$ cat src/rtl/game_obj_pkg.sv
// Shared definitions for 72-bit game object records: field offsets, the
// terminator marker, movement direction codes and the responder FSM states.
package game_obj_pkg;

    localparam int OBJ_REC_W     = 72;
    localparam int WAIT_TIME_LSB = 0;
    localparam int SIZE_H_LSB    = 8;
    localparam int SIZE_W_LSB    = 16;
    localparam int POS_Y_LSB     = 24;
    localparam int POS_X_LSB     = 32;
    localparam int SPEED_LSB     = 40;
    localparam int MOVE_DIR_LSB  = 48;
    localparam int OBJ_TYPE_LSB  = 52;
    localparam int LIFETIME_LSB  = 56;

    localparam logic [7:0] OBJ_TERMINATOR = 8'hFF;

    typedef enum logic [3:0] {
        DIR_NONE  = 4'h0,
        DIR_RIGHT = 4'h1,
        DIR_LEFT  = 4'h2,
        DIR_UP    = 4'h3,
        DIR_DOWN  = 4'h4
    } move_dir_e;

    typedef struct packed {
        logic [15:0] lifetime;
        logic [3:0]  obj_type;
        move_dir_e   move_dir;
        logic [7:0]  speed;
        logic [7:0]  pos_x;
        logic [7:0]  pos_y;
        logic [7:0]  size_w;
        logic [7:0]  size_h;
        logic [7:0]  wait_time;
    } obj_record_t;

    typedef enum logic [2:0] {
        ST_IDLE,
        ST_ADDR,
        ST_WAIT,
        ST_LATCH,
        ST_PF_WAIT
    } resp_state_e;

endpackage

$ cat src/rtl/object_rom_responder_if.sv
// Sync/update handshake between game_runtime (master) and an object ROM
// responder (slave), carrying the request and the decoded record fields.
interface object_rom_responder_if #(
    parameter int STAGE_W = 8,
    parameter int INDEX_W = 20
);
    logic               sync;
    logic [STAGE_W-1:0] stage;
    logic [INDEX_W-1:0] index;
    logic               update;
    logic               busy;
    logic               end_of_stage;
    logic [7:0]         wait_time;
    logic [7:0]         size_h;
    logic [7:0]         size_w;
    logic [7:0]         pos_y;
    logic [7:0]         pos_x;
    logic [7:0]         speed;
    logic [3:0]         move_dir;
    logic [3:0]         obj_type;
    logic [15:0]        lifetime;

    modport master (
        output sync, stage, index,
        input  update, busy, end_of_stage, wait_time, size_h, size_w,
               pos_y, pos_x, speed, move_dir, obj_type, lifetime
    );

    modport slave (
        input  sync, stage, index,
        output update, busy, end_of_stage, wait_time, size_h, size_w,
               pos_y, pos_x, speed, move_dir, obj_type, lifetime
    );
endinterface

$ cat src/rtl/obj_record_decode.sv
// Purely combinational slicing of a 72-bit object ROM word into its fields,
// plus detection of the end-of-stage terminator marker.
module obj_record_decode
    import game_obj_pkg::*;
(
    input  logic [OBJ_REC_W-1:0] rec_word,
    output obj_record_t          rec,
    output logic                 is_terminator
);

    // Split the word at the fixed field offsets and flag the terminator.
    always_comb begin
        rec           = '0;
        rec.wait_time = rec_word[WAIT_TIME_LSB +: 8];
        rec.size_h    = rec_word[SIZE_H_LSB +: 8];
        rec.size_w    = rec_word[SIZE_W_LSB +: 8];
        rec.pos_y     = rec_word[POS_Y_LSB +: 8];
        rec.pos_x     = rec_word[POS_X_LSB +: 8];
        rec.speed     = rec_word[SPEED_LSB +: 8];
        rec.move_dir  = move_dir_e'(rec_word[MOVE_DIR_LSB +: 4]);
        rec.obj_type  = rec_word[OBJ_TYPE_LSB +: 4];
        rec.lifetime  = rec_word[LIFETIME_LSB +: 16];
        is_terminator = (rec_word[WAIT_TIME_LSB +: 8] == OBJ_TERMINATOR);
    end

endmodule

$ cat src/rtl/object_rom_responder.sv
// Responder side of the game-manager sync/update handshake: fetches the
// object record for {stage, index} from a synchronous ROM and returns the
// decoded fields with a one-cycle update pulse.
// Optional feature macro: OBJECT_PREFETCH_EN (speculative next-record shadow).
module object_rom_responder
    import game_obj_pkg::*;
#(
    parameter int ROM_LATENCY = 2,
    parameter int STAGE_W     = 8,
    parameter int INDEX_W     = 20,
    parameter int STRIDE_LOG2 = 6
) (
    input  logic                           clk,
    input  logic                           reset,
    object_rom_responder_if.slave          bus,
    output logic [STAGE_W+STRIDE_LOG2-1:0] rom_addr,
    input  logic [OBJ_REC_W-1:0]           rom_data
);

    localparam int              CNT_W = 3;
    localparam logic [CNT_W-1:0] LAT  = CNT_W'(ROM_LATENCY);

    resp_state_e                    state_q, state_d;
    logic [CNT_W-1:0]               cnt_q, cnt_d;
    logic [STAGE_W+STRIDE_LOG2-1:0] rom_addr_q, rom_addr_d;
    obj_record_t                    rec_q, rec_d, dec_rec;
    logic                           eos_q, eos_d, dec_term;
    logic [OBJ_REC_W-1:0]           dec_word;
    logic                           rom_ready, req_in_range;

`ifdef OBJECT_PREFETCH_EN
    logic [STAGE_W-1:0]   req_stage_q, req_stage_d, pf_stage_q, pf_stage_d;
    logic [INDEX_W-1:0]   req_index_q, req_index_d, pf_index_q, pf_index_d;
    logic [INDEX_W-1:0]   next_index;
    logic                 pf_inflight_q, pf_inflight_d;
    logic                 shadow_valid_q, shadow_valid_d, tag_hit;
    logic [OBJ_REC_W-1:0] shadow_q, shadow_d;
    assign dec_word = shadow_valid_q ? shadow_q : rom_data;
`else
    assign dec_word = rom_data;
`endif

    // cnt counts cycles since rom_addr was registered; data lands at LAT.
    assign rom_ready    = (cnt_q == LAT);
    assign req_in_range = ((bus.index >> STRIDE_LOG2) == '0);

    obj_record_decode u_decode (
        .rec_word      (dec_word),
        .rec           (dec_rec),
        .is_terminator (dec_term)
    );

    // Next-state, ROM address and field capture for fetch and prefetch paths.
    always_comb begin
        state_d    = state_q;
        cnt_d      = rom_ready ? cnt_q : cnt_q + 1'b1;
        rom_addr_d = rom_addr_q;
        rec_d      = rec_q;
        eos_d      = eos_q;
`ifdef OBJECT_PREFETCH_EN
        req_stage_d    = req_stage_q;
        req_index_d    = req_index_q;
        pf_stage_d     = pf_stage_q;
        pf_index_d     = pf_index_q;
        pf_inflight_d  = pf_inflight_q;
        shadow_valid_d = shadow_valid_q;
        shadow_d       = shadow_q;
        next_index     = req_index_q + 1'b1;
        tag_hit        = (shadow_valid_q || pf_inflight_q) &&
                         (bus.stage == pf_stage_q) && (bus.index == pf_index_q);
        if (pf_inflight_q && rom_ready) begin
            shadow_d       = rom_data;
            shadow_valid_d = 1'b1;
            pf_inflight_d  = 1'b0;
        end
`endif
        case (state_q)
            ST_IDLE: begin
                if (bus.sync) begin
`ifdef OBJECT_PREFETCH_EN
                    req_stage_d = bus.stage;
                    req_index_d = bus.index;
`endif
                    if (!req_in_range) begin
                        rec_d   = '0;
                        eos_d   = 1'b1;
                        state_d = ST_LATCH;
`ifdef OBJECT_PREFETCH_EN
                        pf_inflight_d  = 1'b0;
                        shadow_valid_d = 1'b0;
`endif
                    end
`ifdef OBJECT_PREFETCH_EN
                    else if (tag_hit && (shadow_valid_q || rom_ready)) begin
                        rec_d          = dec_rec;
                        eos_d          = dec_term;
                        state_d        = ST_LATCH;
                        shadow_valid_d = 1'b0;
                        pf_inflight_d  = 1'b0;
                    end else if (tag_hit) begin
                        state_d = ST_PF_WAIT;
                    end
`endif
                    else begin
                        rom_addr_d = {bus.stage, bus.index[STRIDE_LOG2-1:0]};
                        cnt_d      = '0;
                        state_d    = ST_ADDR;
`ifdef OBJECT_PREFETCH_EN
                        pf_inflight_d  = 1'b0;
                        shadow_valid_d = 1'b0;
`endif
                    end
                end
            end
            ST_ADDR: state_d = ST_WAIT;
            ST_WAIT: begin
                if (rom_ready) begin
                    rec_d   = dec_rec;
                    eos_d   = dec_term;
                    state_d = ST_LATCH;
                end
            end
`ifdef OBJECT_PREFETCH_EN
            ST_PF_WAIT: begin
                if (rom_ready) begin
                    rec_d          = dec_rec;
                    eos_d          = dec_term;
                    state_d        = ST_LATCH;
                    shadow_valid_d = 1'b0;
                end
            end
`endif
            ST_LATCH: begin
                state_d = ST_IDLE;
`ifdef OBJECT_PREFETCH_EN
                shadow_valid_d = 1'b0;
                if (((req_index_q >> STRIDE_LOG2) == '0) &&
                    ((next_index >> STRIDE_LOG2) == '0)) begin
                    rom_addr_d    = {req_stage_q, next_index[STRIDE_LOG2-1:0]};
                    cnt_d         = '0;
                    pf_inflight_d = 1'b1;
                    pf_stage_d    = req_stage_q;
                    pf_index_d    = next_index;
                end
`endif
            end
            default: state_d = ST_IDLE;
        endcase
    end

    // State and output registers; reset aborts any fetch in progress.
    always_ff @(posedge clk or posedge reset) begin
        if (reset) begin
            state_q    <= ST_IDLE;
            cnt_q      <= '0;
            rom_addr_q <= '0;
            rec_q      <= '0;
            eos_q      <= 1'b0;
`ifdef OBJECT_PREFETCH_EN
            req_stage_q    <= '0;
            req_index_q    <= '0;
            pf_stage_q     <= '0;
            pf_index_q     <= '0;
            pf_inflight_q  <= 1'b0;
            shadow_valid_q <= 1'b0;
            shadow_q       <= '0;
`endif
        end else begin
            state_q    <= state_d;
            cnt_q      <= cnt_d;
            rom_addr_q <= rom_addr_d;
            rec_q      <= rec_d;
            eos_q      <= eos_d;
`ifdef OBJECT_PREFETCH_EN
            req_stage_q    <= req_stage_d;
            req_index_q    <= req_index_d;
            pf_stage_q     <= pf_stage_d;
            pf_index_q     <= pf_index_d;
            pf_inflight_q  <= pf_inflight_d;
            shadow_valid_q <= shadow_valid_d;
            shadow_q       <= shadow_d;
`endif
        end
    end

    assign rom_addr         = rom_addr_q;
    assign bus.update       = (state_q == ST_LATCH);
    assign bus.busy         = (state_q != ST_IDLE);
    assign bus.end_of_stage = eos_q;
    assign bus.wait_time    = rec_q.wait_time;
    assign bus.size_h       = rec_q.size_h;
    assign bus.size_w       = rec_q.size_w;
    assign bus.pos_y        = rec_q.pos_y;
    assign bus.pos_x        = rec_q.pos_x;
    assign bus.speed        = rec_q.speed;
    assign bus.move_dir     = rec_q.move_dir;
    assign bus.obj_type     = rec_q.obj_type;
    assign bus.lifetime     = rec_q.lifetime;

endmodule

$ cat src/flat_wrapper.sv
// flat-port wrapper written by rule: the top's interface ports become plain ports
module object_rom_responder_flat import game_obj_pkg::*;
#(
    parameter int ROM_LATENCY = 2,
    parameter int STAGE_W     = 8,
    parameter int INDEX_W     = 20,
    parameter int STRIDE_LOG2 = 6
)
  (clk, reset, rom_addr, rom_data, bus_sync, bus_stage, bus_index, bus_update, bus_busy, bus_end_of_stage, bus_wait_time, bus_size_h, bus_size_w, bus_pos_y, bus_pos_x, bus_speed, bus_move_dir, bus_obj_type, bus_lifetime);
  object_rom_responder_if #(.STAGE_W(STAGE_W), .INDEX_W(INDEX_W)) bus_i ();
  input  logic clk;
  input  logic reset;
  output logic [STAGE_W+STRIDE_LOG2-1:0] rom_addr;
  input  logic [OBJ_REC_W-1:0] rom_data;
  input wire logic [$bits(bus_i.sync)-1:0] bus_sync;
  input wire logic [$bits(bus_i.stage)-1:0] bus_stage;
  input wire logic [$bits(bus_i.index)-1:0] bus_index;
  output wire logic [$bits(bus_i.update)-1:0] bus_update;
  output wire logic [$bits(bus_i.busy)-1:0] bus_busy;
  output wire logic [$bits(bus_i.end_of_stage)-1:0] bus_end_of_stage;
  output wire logic [$bits(bus_i.wait_time)-1:0] bus_wait_time;
  output wire logic [$bits(bus_i.size_h)-1:0] bus_size_h;
  output wire logic [$bits(bus_i.size_w)-1:0] bus_size_w;
  output wire logic [$bits(bus_i.pos_y)-1:0] bus_pos_y;
  output wire logic [$bits(bus_i.pos_x)-1:0] bus_pos_x;
  output wire logic [$bits(bus_i.speed)-1:0] bus_speed;
  output wire logic [$bits(bus_i.move_dir)-1:0] bus_move_dir;
  output wire logic [$bits(bus_i.obj_type)-1:0] bus_obj_type;
  output wire logic [$bits(bus_i.lifetime)-1:0] bus_lifetime;
  assign bus_i.sync = bus_sync;
  assign bus_i.stage = bus_stage;
  assign bus_i.index = bus_index;
  assign bus_update = bus_i.update;
  assign bus_busy = bus_i.busy;
  assign bus_end_of_stage = bus_i.end_of_stage;
  assign bus_wait_time = bus_i.wait_time;
  assign bus_size_h = bus_i.size_h;
  assign bus_size_w = bus_i.size_w;
  assign bus_pos_y = bus_i.pos_y;
  assign bus_pos_x = bus_i.pos_x;
  assign bus_speed = bus_i.speed;
  assign bus_move_dir = bus_i.move_dir;
  assign bus_obj_type = bus_i.obj_type;
  assign bus_lifetime = bus_i.lifetime;
  object_rom_responder #(.ROM_LATENCY(ROM_LATENCY), .STAGE_W(STAGE_W), .INDEX_W(INDEX_W), .STRIDE_LOG2(STRIDE_LOG2)) u_core (.clk(clk), .reset(reset), .bus(bus_i), .rom_addr(rom_addr), .rom_data(rom_data));
endmodule
$ cat config.mk
export PLATFORM = sky130hd
export DESIGN_NAME = object_rom_responder_flat
export DESIGN_NICKNAME = d
export VERILOG_FILES = /design/src/rtl/game_obj_pkg.sv /design/src/rtl/object_rom_responder_if.sv /design/src/rtl/obj_record_decode.sv /design/src/rtl/object_rom_responder.sv /design/src/flat_wrapper.sv
export SDC_FILE = /design/constraint.sdc
export NUM_CORES = 1
export LEC_CHECK = 0
export CAP_MARGIN = 0
export CORE_MARGIN = 4
export CORE_UTILIZATION = 37
export CTS_CLUSTER_SIZE = 30
export DETAILED_ROUTE_END_ITERATION = 10
export PLACE_DENSITY = 0.81
export RECOVER_POWER = 100
export SYNTH_ARGS = -nofsm -noshare
export SYNTH_HDL_FRONTEND = slang
export SYNTH_SLANG_ARGS = --single-unit
export TNS_END_PERCENT = 50
$ cat constraint.sdc
create_clock -name clk -period 2.7 [get_ports clk]
set_input_delay 0.405 -clock clk [delete_from_list [all_inputs] [get_ports clk]]
set_output_delay 0.405 -clock clk [all_outputs]
set_load 0.01 [all_outputs]
* Word-level counts from Yosys, hierarchy flattened
Cells that the tools add are included.
Word-level totals: bits of input ports 103, word-level logic and storage cells 45, register bits 93
Operators by class: multiplexer cells 16, equality and inequality tests 8, add/sub/neg operators 1, reductions and logical operators 7
Operators by type and width (number):
- two-way mux 72 bit | 3
- case mux 72 bit (2 select lines) | 1
- zero test 20 bit | 1
- two-way mux 3 bit | 6
- == test 3 x 2 -> 1 bit (second input constant) | 3
- case mux 3 bit (3 select lines) | 1
- == test 8 bit (second input constant) | 1
- inequality test 2 bit (second input constant) | 2
- AND reduction 4 bit | 1
- adder 3 x 1 -> 3 bit (second input constant) | 1
- == test 3 x 1 -> 1 bit (second input constant) | 1
- zero test 3 bit | 1
- two-way mux 1 bit | 3
- AND reduction 3 bit | 1
- nonzero test 3 bit | 1
- two-way mux 2 bit | 1
- inequality test 2 x 1 -> 1 bit (second input constant) | 1
- case mux 1 bit (2 select lines) | 1
- AND reduction 2 bit | 1
- nonzero test 2 bit | 1

* Depth between registers and ports, before layout
depth after elaboration 5, gate-level depth with buffers 8, mapped depth without buffers 6

* Modules after synthesis
A second synthesis with hierarchy kept.
Unflattened totals: cell total of the unflattened synthesis 396, area, all modules 4705.8 µm²
Modules (own cells, without submodules):
- object_rom_responder | sequential area each 2302.2 µm², area an instance 4149.0 µm², cells an instance 321, times used 1
- obj_record_decode | sequential area each 0.0 µm², area an instance 556.8 µm², cells an instance 75, times used 1

* Worst setup path before layout
Ideal clock, no wire load.
path type input-to-reg, from in bus_index[14], to reg u_core.rom_addr_q[0] (netlist: u_core.rom_addr[0]), data arrival time 1.697 ns, buffers on the path 1, stages on the path 5, path slack 0.878 ns, setup time 0.125 ns, cell sequence nor4_1 > nand4_1 > nor3_4 > buf_8 > mux2_4
Between the ends: longest elaborated chain between the ends 2
Ends and longest elaborated chain:
- start: declaration | line flat_wrapper.sv:17 | input wire logic [$bits(bus_i.index)-1:0] bus_index;
- zero test 20 bit | line object_rom_responder.sv:45 | assign req_in_range = ((bus.index >> STRIDE_LOG2) == '0);
- AND reduction 3 bit (no source line)
- end signal: assignment | line object_rom_responder.sv:171 | rom_addr_q <= rom_addr_d;
- end: declaration | line object_rom_responder.sv:25 | logic [STAGE_W+STRIDE_LOG2-1:0] rom_addr_q, rom_addr_d;
No other way between the ends. A chain may end at the register's enable or synchronous reset.

* Final worst setup path
from in bus_index[7], to reg u_core.rom_addr_q[13] (netlist: u_core.rom_addr[13])
Same word-level chain as after synthesis.

==> metrics.yaml <==
routing:
  dr.pass1.iters: 4
  via_per_inst: 4.458
  vias: 3174
  drt_iter0_drc: 125
  wl_per_cell_um: 14.41
  drcViolationCount: 0
  ant_nets: 0
  routed_wl_um: 10260
critical_path:
  ff2ff_setup_slack_ns: 0.44
  crit_start: "bus_index[7]"
  max_stage_delay_ns: 0.54
  crit_path_start_kind: "input pin"
  arrival_ns: 2.50
  crit_fanout: 12
  criticalPathCategory: "in2reg"
  crit_path_cell_trace: "dlygate4sd3_1, nor4_1, nand4_1, nor3_1, clkbuf_2, mux2_2"
  slowest_stage: "dlygate4sd3_1"
  cp.required_ns: 2.93
  worstReg2RegStart: "u_core.cnt_q[0]"
  rr_endpoint: "u_core.bus.pos_x[3]"
  reg2regPathDepth: 8
  cp_num_buf_inv: 2
  cp_top_family: "buffers and inverters"
  cp-end-kind: "register"
  path_depth: 6
  worstSetupEndpoint: "u_core.rom_addr[13]"
die:
  die_y_um: 113.4
  coreArea_um2: 10840
  fp.dieW_um: 113.4
  start_util_pct: 37.88
  ioPinCount: 192
  num_rows: 38
  die_area_um2: 12850
run_status:
  outcome: "finished, final reports clean"
synth:
  syn_area_um2: 4106
  yosys.area_share.simple_pct: 9.080
  ys_seq_elements: 92
  synth_xor_area_share_pct: 0.2133
  synth.avg_cell_area_um2: 10.95
  yosysSeqAreaShare_pct: 56.06
  synthAdderAreaFrac_pct: 1.523
  synth_top_area_cell: "dfrtp_1"
  yosys_warnings: 0
  synth_compound_area_share_pct: 0.9445
  synth_area_leaders: "dfrtp_1 56%, mux2i_1 18%, inv_1 7.1%"
  synth_cell_type_count: 24
  synth.net_count: 483
  synth_top_family_by_area: "multiplexers"
  synthMuxAreaShare_pct: 22.55
  synth_top_area_share_pct: 56.06
  synth_cells: 375
timing:
  slew_violations: 0
  fin_setup_tns_ns: 0
  setup_viol: 0
  whs_ns: 0.4984
  post-route-min-period_ns: 2.267
  fmax_ghz: 0.4411
  clock_skew_ns: 0.007806
  final.period_utilization_pct: 83.96
  hold_viol_final: 0
  rsz0062_at_grt: "false"
  slew_headroom_pct: 18.54
  tightest_slew_ns: 1.222
clock_tree:
  cts_tree: "built"
  root_buffer: "clkbuf_8"
  postCtsHoldBufs: 0
  clk_pin_slew_worst_paths_ns: 0.08
  cts.sinks: 92
  cts_setup_buffers: 0
  cts_buffer_depth: 2
  clk_latency_ns: 0.35
  cts-buffers-inserted: 9
  htreeDepth: 3
  post_cts_resized: 0
global_route:
  antenna_found_initial: 0
  grt_overflow: 0
  first_global_vias: 3434
  grt_start_max_net_pins: 93
  grt_use_total_pct: 16.18
  grt_pass1_wl_um: 16750
  grt.busiest_layer: "met2"
  use_met3_pct: 4.866
  use_met2_pct: 26.97
  grtUsageMet1_pct: 20.26
layout:
  drive_gt1_share_pct: 6.294
  seqCellArea_um2: 2302
  area_delta_synth_final_pct: 55.24
  layout.cells.non_filler: 712
  nets: 675
  antennaDiodeCount: 0
  multi_input_area_um2: 1394
  fillCellCount: 908
placement:
  dp_cells: 696
  io_buffers: 191
  gp_congestion: 0.7840
  hpwl_um: 7625
run:
  maxCapViolCount: 0
power_and_ir_drop:
  p_leak_nw: 3.079
  vdd_drop_max_mv: 0.4589
  pwr_density_cell_nw_per_um2: 872.0
hold_path:
  hold_class: "reg2reg"
-- synthesized netlist by cell type, drive strengths merged --
cell and count:
and4 1, a22o 1, o31ai 1, nand2 73, dfrtp 92, buf 9
mux2 15, ha 5, a21oi 2, a211oi 1, nand2b 1, nand4 3
nor2 6, o21ai 1, clkbuf 8, xnor2 1, mux2i 73, nor4 3
nor3 1, inv 78
-- power by group --
part / switching, mW / internal, mW
clock: 0.463 / 0.599
sequential: 0.166 / 1.71
combinational: 1.33 / 1.29
total: 1.96 / 3.60
-- flip-flops by register name, indices dropped and copies added, names as in the netlist --
name / cells
u_core.bus.end_of_stage: 1
u_core.bus.lifetime: 16
u_core.bus.move_dir: 4
u_core.bus.obj_type: 4
u_core.bus.pos_x: 8
u_core.bus.pos_y: 8
u_core.bus.size_h: 8
u_core.bus.size_w: 8
u_core.bus.speed: 8
u_core.bus.wait_time: 8
u_core.cnt_q: 3
u_core.rom_addr: 14
u_core.state_q: 2
-- area by class of cell --
class                   instances  area share [%]
well taps                     140           2.748
clock inverters                 3           1.060
repair buffers                198           30.91
flip-flops and latches         92           36.11
clock buffers                  13           2.650
inverters                      78           4.652
multi-input cells             188           21.86
-- cells by family after synthesis --
kind of cell / count (synthesis)
fa+ha+maj: 5
simple gates: 88
xor+xnor: 1
compound gates: 6
flops: 92
mux: 88
buf+inv: 95
-- routing by layer --
metal  wire length [um]  up-vias
met3                798       11
met5                  0        -
met1               4382     1491
li1                   -     1547
met2               4954      125
met4                125        0
-- stage by stage --
stage	power (mW)	setup slack, ns	area, um^2	utilization, %
finish	5.559	0.4330	6375	58.81
global route	5.942	0.2190	6375	58.81
detailed placement	4.770	0.3263	6212	57.31
CTS	5.858	0.4887	6449	59.49
floorplan	3.633	0.8780	4110	-
global placement	4.660	0.4105	6212	57.31
-- layout by cell type (no fill, tap or decap) --
cell / Yosys / final
mux2i_1: 73 / 73
and4_2: 1 / 1
nand2b_1: 1 / 1
clkbuf_4: 0 / 3
buf_4: 7 / 1
a22o_1: 1 / 1
clkdlybuf4s50_1: 0 / 100
o21ai_0: 1 / 1
clkbuf_8: 0 / 12
nand2_1: 73 / 73
mux2_2: 8 / 8
o31ai_1: 1 / 1
mux2_4: 7 / 2
a211oi_4: 0 / 1
buf_12: 0 / 1
clkbuf_2: 0 / 1
nor3_1: 0 / 1
nor4_1: 2 / 2
a21oi_1: 2 / 2
dfrtp_1: 92 / 92
clkinvlp_4: 0 / 2
ha_2: 0 / 1
ha_1: 5 / 4
dlygate4sd3_1: 0 / 91
nor4_2: 1 / 1
xnor2_1: 1 / 1
mux2_1: 0 / 5
nand4_1: 3 / 3
nor2_1: 6 / 6
inv_1: 78 / 77
bufinv_16: 0 / 2
clkbuf_1: 8 / 2
-- how the worst min path moves through the flow --
stage | startpoint | cells past startpoint | end | slack (ns)
5_1_grt | u_core.bus.wait_time[6] | 2 | u_core.bus.wait_time[6] | 0.53
6_report | u_core.rom_addr[2] | 1 | u_core.rom_addr[2] | 0.50
3_5_place_dp | u_core.rom_addr[0] | 1 | u_core.rom_addr[0] | 0.50
2_1_floorplan | u_core.state_q[1] | 2 | u_core.state_q[1] | 0.50
4_1_cts | u_core.bus.wait_time[2] | 2 | u_core.bus.wait_time[2] | 0.52
3_3_place_gp | u_core.rom_addr[8] | 1 | u_core.rom_addr[8] | 0.49
(Power assumes the default switching activity.)
